===== src/rtl/mole_hit_judge_pkg.sv =====
// Shared definitions for the whack-a-mole hit judge: widths and game states.
package mole_hit_judge_pkg;

  localparam int unsigned N_MOLES = 8;
  localparam int unsigned SCORE_W = 4;
  localparam int unsigned LIVES_W = 2;
  localparam int unsigned MISS_W  = 8;

  typedef enum logic [2:0] {
    IDLE,
    ARM,
    WAIT,
    ROUND,
    SETTLE,
    OVER
  } game_state_t;

endpackage


===== src/rtl/mole_hit_judge_popcount8.sv =====
// Combinational population count of an 8-bit vector.
module popcount8 (
  input  logic [7:0] bits,
  output logic [3:0] count
);

  // Sum the set bits.
  always_comb begin
    count = '0;
    for (int unsigned i = 0; i < 8; i++) begin
      count = count + {3'b000, bits[i]};
    end
  end

endmodule


===== src/rtl/mole_hit_judge.sv =====
// Mole hit judge: latches mole patterns, judges switch toggles as whacks,
// reports per-cycle hits and tracks misses, lives and game over.
module mole_hit_judge
  import mole_hit_judge_pkg::*;
#(
  parameter int unsigned ROUND_TICKS = 4,
  parameter int unsigned LIVES_INIT  = 3
) (
  input  logic               game_clk,
  input  logic               rst,
  input  logic               start,
  input  logic [N_MOLES-1:0] mole_pattern,
  input  logic               mole_valid,
  input  logic [N_MOLES-1:0] sw,
  output logic [N_MOLES-1:0] mole_led,
  output logic [SCORE_W-1:0] score_inc,
  output logic [MISS_W-1:0]  miss_count,
  output logic [LIVES_W-1:0] lives,
  output logic               game_over,
  output logic               round_active
);

  localparam int unsigned TICK_W = (ROUND_TICKS > 2) ? $clog2(ROUND_TICKS) : 1;
  localparam logic [TICK_W-1:0] LAST_TICK = TICK_W'(ROUND_TICKS - 1);

  game_state_t        state;
  game_state_t        state_next;
  logic [N_MOLES-1:0] sw_meta;
  logic [N_MOLES-1:0] sw_s;
  logic [N_MOLES-1:0] sw_prev;
  logic [N_MOLES-1:0] toggle;
  logic [N_MOLES-1:0] hit;
  logic [N_MOLES-1:0] remain;
  logic [N_MOLES-1:0] active;
  logic [TICK_W-1:0]  tick;
  logic [SCORE_W-1:0] hit_cnt;
  logic [SCORE_W-1:0] miss_cnt;
  logic [MISS_W:0]    miss_sum;
  logic [LIVES_W-1:0] lives_after;
  logic               pattern_load;

  popcount8 u_hit_count (
    .bits  (hit),
    .count (hit_cnt)
  );

  popcount8 u_miss_count (
    .bits  (active),
    .count (miss_cnt)
  );

  // Judging helpers: whacks on standing moles, survivors, settle-time tallies.
  always_comb begin
    toggle       = sw_s ^ sw_prev;
    hit          = toggle & active;
    remain       = active & ~hit;
    pattern_load = mole_valid && (mole_pattern != '0);
    miss_sum     = {1'b0, miss_count} + {{(MISS_W + 1 - SCORE_W){1'b0}}, miss_cnt};
    lives_after  = lives;
    if ((active != '0) && (lives != '0)) begin
      lives_after = lives - LIVES_W'(1);
    end
  end

  // State register.
  always_ff @(posedge game_clk) begin
    if (rst) begin
      state <= IDLE;
    end else begin
      state <= state_next;
    end
  end

  // Next-state logic.
  always_comb begin
    state_next = state;
    case (state)
      IDLE:    if (start) state_next = ARM;
      ARM:     state_next = WAIT;
      WAIT:    if (pattern_load) state_next = ROUND;
      ROUND:   if ((tick == LAST_TICK) || (remain == '0)) state_next = SETTLE;
      SETTLE:  state_next = (lives_after == '0) ? OVER : WAIT;
      OVER:    if (start) state_next = ARM;
      default: state_next = IDLE;
    endcase
  end

  // Switch synchroniser and per-state game datapath.
  always_ff @(posedge game_clk) begin
    if (rst) begin
      sw_meta    <= '0;
      sw_s       <= '0;
      sw_prev    <= '0;
      active     <= '0;
      tick       <= '0;
      score_inc  <= '0;
      miss_count <= '0;
      lives      <= LIVES_W'(LIVES_INIT);
    end else begin
      sw_meta   <= sw;
      sw_s      <= sw_meta;
      sw_prev   <= sw_s;
      score_inc <= '0;
      case (state)
        ARM: begin
          miss_count <= '0;
          lives      <= LIVES_W'(LIVES_INIT);
          active     <= '0;
          tick       <= '0;
        end
        WAIT: begin
          if (pattern_load) begin
            active <= mole_pattern;
            tick   <= '0;
          end
        end
        ROUND: begin
          active    <= remain;
          tick      <= tick + TICK_W'(1);
          score_inc <= hit_cnt;
        end
        SETTLE: begin
          miss_count <= miss_sum[MISS_W] ? '1 : miss_sum[MISS_W-1:0];
          lives      <= lives_after;
          if (lives_after != '0) begin
            active <= '0;
          end
        end
        default: ;
      endcase
    end
  end

  // Moore outputs.
  always_comb begin
    mole_led     = (state == ROUND) ? active : '0;
    game_over    = (state == OVER);
    round_active = (state == ROUND);
  end

endmodule


===== config.mk =====
export PLATFORM = sky130hd
export DESIGN_NAME = mole_hit_judge
export DESIGN_NICKNAME = d
export VERILOG_FILES = /design/src/rtl/mole_hit_judge_pkg.sv /design/src/rtl/mole_hit_judge_popcount8.sv /design/src/rtl/mole_hit_judge.sv
export SDC_FILE = /design/constraint.sdc
export NUM_CORES = 1
export LEC_CHECK = 0
export ABC_CLOCK_PERIOD_IN_PS = 4620
export CORE_MARGIN = 10
export CORE_UTILIZATION = 38
export DETAILED_ROUTE_END_ITERATION = 7
export MAX_ROUTING_LAYER = met4
export PLACE_DENSITY = 0.57
export SYNTH_ARGS = -nofsm -noshare
export SYNTH_HDL_FRONTEND = slang
export SYNTH_HIERARCHICAL = 1
export SYNTH_SLANG_ARGS = --single-unit

===== constraint.sdc =====
create_clock -name game_clk -period 4.62 [get_ports game_clk]
set_clock_uncertainty 0.1 [all_clocks]
set_input_delay 0.462 -clock game_clk [delete_from_list [all_inputs] [get_ports game_clk]]
set_output_delay 0.462 -clock game_clk [all_outputs]
set_load 0.01 [all_outputs]

Word level (Yosys, flattened, before mapping)
Cells that the tools add are included.
Storage, ports and cells
  input port bits: 20
  output and inout bits: 24
  bits in writable memories: 0
  bits in registers: 51
  latch bits: 0
  memories: 0
  ROM bits: 0
Cells by class
  equal/unequal tests: 10
  multipliers: 0
  magnitude comparators: 0
  mux-type cells: 15
  div/mod/pow operators: 0
  reduce and logical (&&, ||, !) cells: 18
  add/subtract/negate cells: 17
  bitwise gates (word level): 5
  shifts and indexed selects: 0
Operator list (count)
  adder 4 x 1 -> 4 bit: 12
  2-to-1 mux 8 bit: 4
  one-hot mux 8 bit (4 select lines): 1
  bitwise AND 8 bit: 2
  one-hot mux 8 bit (2 select lines): 1
  nonzero test 8 bit: 2
  one-hot mux 3 bit (5 select lines): 1
  2-to-1 mux 3 bit: 4
  adder 8 x 4 -> 9 bit: 1
  logical NOT 8 bit: 1
  NOT 8 bit: 1
  XOR 8 bit: 1
  equality test 3 x 2 -> 1 bit, second input constant: 2
  equality test 3 bit, second input constant: 2
  one-hot mux 2 bit (3 select lines): 1
  AND reduction 3 bit: 2
  nonzero test 2 bit: 3
  adder 1 x 1 -> 2 bit: 2
  2-to-1 mux 2 bit: 2
  inequality test 2 x 1 -> 1 bit, second input constant: 2
  inequality test 2 bit, second input constant: 2
  one-hot mux 2 bit (2 select lines): 1
  nonzero test 4 bit: 1
  OR reduction 2 bit: 2
  11 further kinds: 12

Logic depth before layout (Yosys ltp)
Gate-level depths: netlist of the first run.
  depth in word-level cells: 10
  gate-level depth with buffers: 15
  gate-level depth less buffers: 15

Cells and area by module
Netlist of the first run, hierarchy kept.
Modules (own cells, without submodules)
  mole_hit_judge: cells an instance 259, instances 1, sequential area each 1021.0 µm², area each 2359.8 µm²
  popcount8: cells an instance 24, instances 2, sequential area each 0.0 µm², area each 190.2 µm²

Worst setup path before layout of the first run
Ideal clock, no wire load.
  path kind: reg2reg
  start point: register active[0]
  end point: register miss_count[5]
  data required time: 4439 ps
  arrival: 3757 ps
  cell stages (with the launch flop): 16
  clock period less this slack: 3938 ps
  setup time: 81 ps
  slack: 682 ps
  cell sequence: dfxtp_1 inv_1 fa_1 fa_1 fa_1 inv_1 ha_1 inv_1 fa_1 xnor2_1 ha_1 a21oi_1 o21ai_1 nor2b_1 nand2_1 a41oi_1
On the way
  cells in the longest elaborated chain, start to end: 10
RTL lines
  start, declared: line mole_hit_judge.sv:34  | logic [N_MOLES-1:0] active;
  start signal, assigned: line mole_hit_judge.sv:113  | active <= mole_pattern;
  start signal, assigned: line mole_hit_judge.sv:118  | active <= remain;
  adder 1 x 1 -> 2 bit: line mole_hit_judge_popcount8.sv:11  | count = count + {3'b000, bits[i]};
  adder 4 x 1 -> 4 bit (6 in series): line mole_hit_judge_popcount8.sv:11
  via miss_cnt[2]: line mole_hit_judge.sv:37  | logic [SCORE_W-1:0] miss_cnt;
  adder 8 x 4 -> 9 bit: line mole_hit_judge.sv:58  | miss_sum = {1'b0, miss_count} + {{(MISS_W + 1 - SCORE_W){1'b0}}, miss_cnt};
  2-to-1 mux 8 bit: line mole_hit_judge.sv:123  | miss_count <= miss_sum[MISS_W] ? '1 : miss_sum[MISS_W-1:0];
  one-hot mux 8 bit (2 select lines): line mole_hit_judge.sv:104  | case (state)
  end signal, assigned: line mole_hit_judge.sv:123
  end, declared: line mole_hit_judge.sv:17  | output logic [MISS_W-1:0] miss_count,
The timed path passes the listed nets, and every way through them passes these cells.
A chain may end at the register's enable or synchronous reset.

Worst setup path after layout of the first run
Ends and elaborated chain as after synthesis.

==> results of run 1 <==
==> stage by stage <==
| step | cells | power (mW) |
|---|---|---|
| after floorplan | 307 | 0.729 |
| after global placement | 434 | 0.802 |
| after detailed placement | 434 | 0.809 |
| after CTS | 442 | 1.13 |
| after global routing | 442 | 1.20 |
| final | 442 | 1.12 |
==> final timing paths <==
check | startpoint | depth (start not counted) | slack, ns | end
worst max register to register | active[0] | 15 | 0.32 | miss_count[5]
worst max-delay path | active[0] | 15 | 0.32 | miss_count[5]
worst min-delay path | sw_meta[1] | 1 | 0.34 | sw_s[1]
worst min register to register | sw_meta[1] | 1 | 0.34 | sw_s[1]
==> routing by layer <==
layer | vias to the layer above | track usage
li1 | 1115 | -
met1 | 1052 | 0.151
met2 | 49 | 0.188
met3 | 4 | 0.0252
met4 | 0 | 0.0363
met5 | - | -
==> logic make-up after synthesis <==
| family | Yosys count | share of synthesized area |
|---|---|---|
| simple gates | 97 | 0.200 |
| compound gates | 76 | 0.192 |
| flops | 51 | 0.373 |
| buf+inv | 49 | 0.0726 |
| fa+ha+maj | 21 | 0.121 |
| xor+xnor | 13 | 0.0416 |
==> state kept, by name, indices dropped and copies added, names as in the netlist <==
name and cells:
active 8, lives 2, miss_count 8, score_inc 4, state 3, sw_meta 8
sw_prev 8, sw_s 8, tick 2
==> Yosys cell counts (2+ instances only) <==
cell type  number
nor2b_1        36
o21ai_0         7
a21o_1          4
and3_1          5
o21ai_1        16
nand3_1         6
and2_1          8
o311a_1         8
nand2_1        14
ha_1           12
buf_2           3
xor2_1          2
a21oi_1        15
inv_2           2
nor4_2          2
a22oi_1        12
dfxtp_1        51
clkbuf_1        8
xnor2_1        11
a211oi_1        2
inv_1          34
nor2_1         14
nand2b_1        2
nor3_1          4
fa_1            9
==> power by group <==
| part | internal, mW | switching, mW | leakage, nW |
|---|---|---|---|
| Clock | 0.162 | 0.157 | 0.0581 |
| Combinational | 0.133 | 0.163 | 0.858 |
| Sequential | 0.466 | 0.0362 | 0.417 |
| Total | 0.760 | 0.355 | 1.33 |
==> cell type report <==
class / count / share of cell area
Sequential cell: 51 / 0.305
Clock inverter: 3 / 0.0131
Clock buffer: 5 / 0.0206
Multi-Input combinational cell: 207 / 0.454
Tap cell: 96 / 0.0359
Timing Repair Buffer: 44 / 0.131
Inverter: 36 / 0.0404
==> worst max-delay path: cells and delay by family (launching register included) <==
kind            cells  cell delay [ns]
fa+ha+maj           6             2.27
simple gates        2             0.47
flops               1             0.43
xor+xnor            1             0.13
compound gates      3             0.61
buf+inv             3             0.21
==> flow_summary.ini, run 1 <==
[logic_synthesis]
ys_seq_elements = 51
synth_ff_type = dfxtp_1
yosysWarnings = 6
synth-edff-count = 0
ys_types = 45
ys_top_cells_by_area = dfxtp_1, nor2b_1, fa_1, ha_1, inv_1
synth_cells = 307
synthArstFlopShare = 0
synth_top_area_frac = 0.373
yosysTopAreaCell = dfxtp_1
syn_area_um2 = 2740
ys_seq_area_frac = 0.373
synth_nets = 348
syn_area_per_cell_um2 = 8.93

[floorplan]
start_util = 0.397
coreArea_um2 = 6910
rows = 30
pin_count = 44
fp.dieH_um = 105
die_area_um2 = 11000
die_x_um = 105

[placement]
pre_cts_slack_ns = 0.332
dp_hpwl_mm = 4.88
io_buffers = 43
placed_area_um2 = 3230
place.gp.congestion = 0.794

[critical_path]
end_kind = flop
cpMostUsedCell = fa_1
crit_required_ns = 4.75
critPathKind = flop to flop
max_stage_delay_ns = 0.56
critPathLaunchType = flop
cp_max_fo = 6
crit_slowest_cell = fa_1
cp.arrival_ns = 4.43
worstPathCellList = inv_1, fa_1, fa_1, fa_1, inv_1, ha_1, inv_1, fa_1, xnor2_1, ha_1, a21oi_1, o21ai_1, nor2b_1, nand2_1, a41oi_1

[cts]
cts_buffer_depth = 2
cts.sinks = 51
clkTransAtPathRegs_ns = 0.10
post_cts_buffers = 0
cts.repair.resized = 0
cts-root-buf = clkbuf_8
numCtsBuffers = 5
clkLatencyLatePin_ns = 0.31
cts_tree = done
postCtsHoldBufs = 0
htree_levels = 2

[grt]
grt_max_degree = 23
grtUsageTotal = 0.120
grt-ovfl-total = 0
grt_pass1_vias = 2205
grt_pass1_wl_mm = 10.8
grt_antenna_before_repair = 0

[pwr]
powerDensity_nw_per_um2 = 333
p_leak_nw = 1.33
irDropWorstVdd_v = 0.000156

[sta]
hold_violations = 0
rsz0062_at_grt = false
relSlewSlack = 0.255
worst_pin_slew_ns = 1.11
period_share = 0.930
hold_ws_ns = 0.344
fin_crit_ns = 4.30
fin_tns_setup_ns = 0
report.final.slew_viol_count = 0
setup_viol = 0
max_freq_mhz = 233
fin_ws_ns = 0.324

[route]
drt-met1-wl_mm = 3.10
drtIter0Drc = 163
routed_wl_mm = 6.39
drc = 0
routed_via_density = 5.02
avgRoutedWirePerCell_um = 14.5
wl_met3_um = 237
drt_first_pass_iters = 4
top_layer = met4
vias = 2220
ant_nets = 0
wl_met2_mm = 2.98

[layout]
seq_area_um2 = 1020
mostFrequentLayoutCells = dfxtp_1, clkdlybuf4s50_1, nor2b_1
syn_to_final_growth_pct = 22.1
post_route_cells_drive_above_1_share = 0.0520
final_common_cell = dfxtp_1
nNetsFinal = 386
final_area_um2 = 3350
n_antenna_cell = 0
postLayoutCoreUtil = 0.485
multi_input_area_um2 = 1520
fill_cells = 703

[run_status]
status = finished, final reports clean

[run]
drv_cap = 0

[hold_path]
hold_class = flop to flop
No activity file was read; power rests on OpenSTA's default activity.
==> run 2: changes to the inputs <==
- SYNTH_HIERARCHICAL: 1 -> unset
==> flow_summary.ini, run 2 <==
[placement]
placed_area_um2 = 3180
place.gp.congestion = 0.881
io_buffers = 43
dp_hpwl_mm = 4.73

[logic_synthesis]
yosys.cell_count.top_type = dfxtp_1
yosysTopAreaCell = dfxtp_1
ys_seq_elements = 51
synth_top_area_frac = 0.372
ys_types = 48
ys_top_cells_by_area = dfxtp_1, fa_1, nor2b_1, ha_1, inv_1
syn_area_um2 = 2750
yosysWarnings = 0
synth_ff_type = dfxtp_1
synthArstFlopShare = 0
syn_area_per_cell_um2 = 9.54
synth_nets = 330
synth_cells = 288
synth-edff-count = 0
yosys-top-cells-count = dfxtp_1, inv_1, nor2b_1
ys_seq_area_frac = 0.372

[hold_path]
hold_start = sw_meta[3]
hold_class = flop to flop
whs_endpoint = sw_s[3]
hold_depth = 1

[route]
vias = 2131
drc = 0
drt_first_pass_iters = 5
drtIter0Drc = 158
ant_nets = 0
routed_via_density = 5.06
routed_wl_mm = 6.22
avgRoutedWirePerCell_um = 14.8

[grt]
grt_pass1_vias = 2137
grtUsageTotal = 0.115
grt-ovfl-total = 0
grt_pass1_wl_mm = 10.3
grt_antenna_before_repair = 0
grt_max_degree = 53

[sta]
relSlewSlack = 0.368
hold_violations = 0
report.final.slew_viol_count = 0
max_freq_mhz = 231
rsz0062_at_grt = false
fin_crit_ns = 4.33
setup_viol = 0
fin_tns_setup_ns = 0
worst_pin_slew_ns = 0.949
period_share = 0.937

[layout]
n_antenna_cell = 0
seq_area_um2 = 1020
multi_input_area_um2 = 1500
final_area_um2 = 3270
fill_cells = 697
nNetsFinal = 366
post_route_cells_drive_above_1_share = 0.0615
syn_to_final_growth_pct = 18.9
final_common_cell = dfxtp_1
postLayoutCoreUtil = 0.473
mostFrequentLayoutCells = dfxtp_1, clkdlybuf4s50_1, inv_1

[floorplan]
die_x_um = 105
rows = 30
fp.dieH_um = 105
coreArea_um2 = 6910
pin_count = 44
die_area_um2 = 11000
start_util = 0.398

[critical_path]
cpMostUsedCell = fa_1
rrSetupSlack_ns = 0.29
r2r-start = active[1]
cp.arrival_ns = 4.45
cp_max_fo = 4
r2r_cells = 14
worstPathCellList = inv_1, ha_1, inv_1, fa_1, fa_1, fa_1, fa_1, inv_1, ha_1, a21o_1, a21oi_1, o21ai_1, a311o_1, a211oi_1
end_kind = flop
reg2reg_to = miss_count[7]
crit_required_ns = 4.74
critPathLaunchType = flop
crit_slowest_cell = fa_1
max_stage_delay_ns = 0.54
critPathKind = flop to flop

[cts]
postCtsHoldBufs = 0
numCtsBuffers = 5
post_cts_buffers = 0
clkLatencyLatePin_ns = 0.31
cts.repair.resized = 0
htree_levels = 2
cts-root-buf = clkbuf_8
cts_buffer_depth = 2
cts_tree = done
clkTransAtPathRegs_ns = 0.10
cts.sinks = 51

[pwr]
irDropWorstVdd_v = 0.000157
powerDensity_nw_per_um2 = 326
p_leak_nw = 1.25

[run]
drv_cap = 0

[run_status]
status = finished, final reports clean
run 2: cells by family after synthesis:
logic type,synth area share
and+or+nand+nor,0.182
xor gates and xnor gates,0.0414
adders and majority gates,0.125
DFF,0.372
buffers and inverters,0.0842
AOI/OAI and AO/OA,0.196
run 2: worst max path at each step:
stage / from / to / slack (ns) / cells past startpoint
floorplan: active[0] / miss_count[7] / 0.57 / 14
finish: active[1] / miss_count[7] / 0.29 / 14
detailed placement: active[0] / miss_count[7] / 0.31 / 14
CTS: active[1] / miss_count[7] / 0.30 / 14
global placement: active[0] / miss_count[7] / 0.45 / 14
global route: active[0] / miss_count[7] / 0.08 / 14
run 2: routing by layer:
layer	GRT usage	up-vias	wire [um]
li1	-	1077	-
met1	0.146	1005	3020
met2	0.178	42	2900
met3	0.0276	7	236
met4	0.0294	0	65
met5	-	-	0
run 2: stage by stage:
step / hold slack (ns) / power, mW / setup slack (ns) / std cells
2_1_floorplan: 0.314 / 0.749 / 0.573 / 288
3_3_place_gp: 0.318 / 0.809 / 0.452 / 413
3_5_place_dp: 0.324 / 0.818 / 0.307 / 413
4_1_cts: 0.348 / 1.08 / 0.299 / 421
5_1_grt: 0.360 / 1.14 / 0.0757 / 421
6_report: 0.345 / 1.07 / 0.290 / 421
run 2: layout make-up:
class / instances / share of cell area
flip-flops and latches: 51 / 0.313
well taps: 96 / 0.0368
repair buffers: 43 / 0.130
multi-input cells: 192 / 0.458
clock inverters: 3 / 0.00575
clock buffers: 5 / 0.0211
inverters: 31 / 0.0356
run 2: critical path, delay by kind of cell (launching register included):
| family | cells | cell delay, ns |
|---|---|---|
| flip-flops | 1 | 0.38 |
| buffers and inverters | 3 | 0.19 |
| AO/OA/AOI/OAI | 5 | 1.14 |
| adder cells (fa/ha/maj) | 6 | 2.41 |
run 2: power breakdown:
group,switching (mW),total [mW],internal [mW]
Clock,0.157,0.264,0.107
Combinational,0.165,0.305,0.140
Sequential,0.0310,0.497,0.466
==> run 3: changes to the inputs <==
- CORE_ASPECT_RATIO: unset -> 0.75
- CTS_CLUSTER_DIAMETER: unset -> 30
==> flow_summary.ini, run 3 (synthesis gave the netlist of run 2 again) <==
[run_status]
status = finished, final reports clean

[grt]
grt_max_degree = 53
grt-ovfl-total = 0
grt_pass1_vias = 2111
grt_pass1_wl_mm = 10.6
grtUsageTotal = 0.121
grt_antenna_before_repair = 0

[critical_path]
rrSetupSlack_ns = 0.31
timing.critical_path.to = miss_count[7]
r2r-start = active[0]
r2r_cells = 14
critPathKind = flop to flop
reg2reg_to = miss_count[7]
cpMostUsedCell = fa_1
max_stage_delay_ns = 0.55
cp_max_fo = 4
worstSetupPathDepth = 14
critPathLaunchType = flop
cp_top_family = adder cells
worstPathCellList = inv_1, ha_1, inv_1, fa_1, fa_1, fa_1, fa_1, inv_1, ha_1, a21o_1, a21oi_1, o21ai_1, a311o_1, a211oi_1
cp.arrival_ns = 4.44
end_kind = flop
crit_required_ns = 4.75
crit_start = active[0]
path_buf_inv = 3
crit_slowest_cell = fa_1

[sta]
report.final.slew_viol_count = 0
fin_crit_ns = 4.31
hold_violations = 0
setup_viol = 0
fin_tns_setup_ns = 0
max_freq_mhz = 232
worst_pin_slew_ns = 0.959
rsz0062_at_grt = false
period_share = 0.934
relSlewSlack = 0.361

[pwr]
pwr-share-clk = 0.253
p_seq_frac = 0.459
p_comb_frac = 0.288
intPower_uw = 718
p_sw_uw = 368
swShare = 0.339
irDropWorstVdd_v = 0.000147
powerDensity_nw_per_um2 = 332
p_total_mw = 1.09
p_leak_nw = 1.24

[route]
vias = 2166
drt_first_pass_iters = 6
ant_nets = 0
drtIter0Drc = 147
routed_wl_mm = 6.42
routed_via_density = 5.12
drc = 0
avgRoutedWirePerCell_um = 15.2

[layout]
mostFrequentLayoutCells = dfxtp_1, clkdlybuf4s50_1, inv_1
fin_cells = 423
syn_to_final_growth_pct = 19.2
post_route_cells_drive_above_1_share = 0.0615
nNetsFinal = 366
n_antenna_cell = 0
final_common_cell = dfxtp_1

[cts]
clkLatencyLatePin_ns = 0.31
cts.sinks = 51
htree_levels = 2
cts-root-buf = clkbuf_8
cts_tree = done
clkTransAtPathRegs_ns = 0.10
numCtsBuffers = 5
cts_buffer_depth = 2

[floorplan]
die_area_um2 = 11100
rows = 26
coreArea_um2 = 6930
start_util = 0.397
pin_count = 44
fp.dieH_um = 93.6
die_x_um = 118

[hold_path]
hold_class = flop to flop
hold_start = sw_meta[4]

[placement]
placed_cells = 415
io_buffers = 43
dp_hpwl_mm = 4.80
place.gp.congestion = 0.831

[run]
drv_cap = 0
[run 3: cell count changes in the layout (fill, tap and decap cells not counted), sizes merged]
cell / change
inv: +1
clkinvlp: +1
clkinv: -2
[run 3: worst min-delay path by stage]
stage | to | slack (ns) | depth (start not counted)
final | sw_s[4] | 0.34 | 1
after global routing | sw_s[4] | 0.37 | 1
after CTS | sw_s[4] | 0.35 | 1
after detailed placement | sw_s[4] | 0.32 | 1
after global placement | sw_s[4] | 0.32 | 1
after floorplan | sw_s[0] | 0.31 | 1
[run 3: metal layers]
layer,GRT usage,up-vias,share of wire
met5,-,-,0
met4,0.0339,0,0.0080
met2,0.171,54,0.41
li1,-,1077,-
met3,0.0282,5,0.048
met1,0.166,1030,0.53
[run 3: cell type report]
class,instances,area [um2]
clock buffers,5,68.8
clock inverters,3,25.0
fillers,682,3650
inverters,31,116
multi-input cells,192,1500
flip-flops and latches,51,1020
well taps,98,123
repair buffers,43,425
[run 3: power by group through the flow]
stage / clock network, mW / logic (mW) / registers [mW]
global placement: 0 / 0.311 / 0.507
floorplan: 0 / 0.255 / 0.495
CTS: 0.285 / 0.315 / 0.498
global route: 0.303 / 0.359 / 0.503
finish: 0.275 / 0.312 / 0.499
detailed placement: 0 / 0.313 / 0.509
[run 3: per-stage QoR]
step | setup WS [ns] | instance area (um2) | utilization | hold slack, ns
2_1_floorplan | 0.573 | 2750 | - | 0.314
4_1_cts | 0.311 | 3270 | 0.473 | 0.350
6_report | 0.306 | 3270 | 0.473 | 0.343
3_3_place_gp | 0.434 | 3180 | 0.459 | 0.317
5_1_grt | 0.0610 | 3270 | 0.473 | 0.368
3_5_place_dp | 0.339 | 3180 | 0.459 | 0.325
[run 3: repair_timing]
item                       4_1_cts  5_1_grt
setup buffers                    0        0
resized for setup                0        1
setup endpoints to repair        0        4
hold buffers                     0        0
hold endpoints to repair         0        0
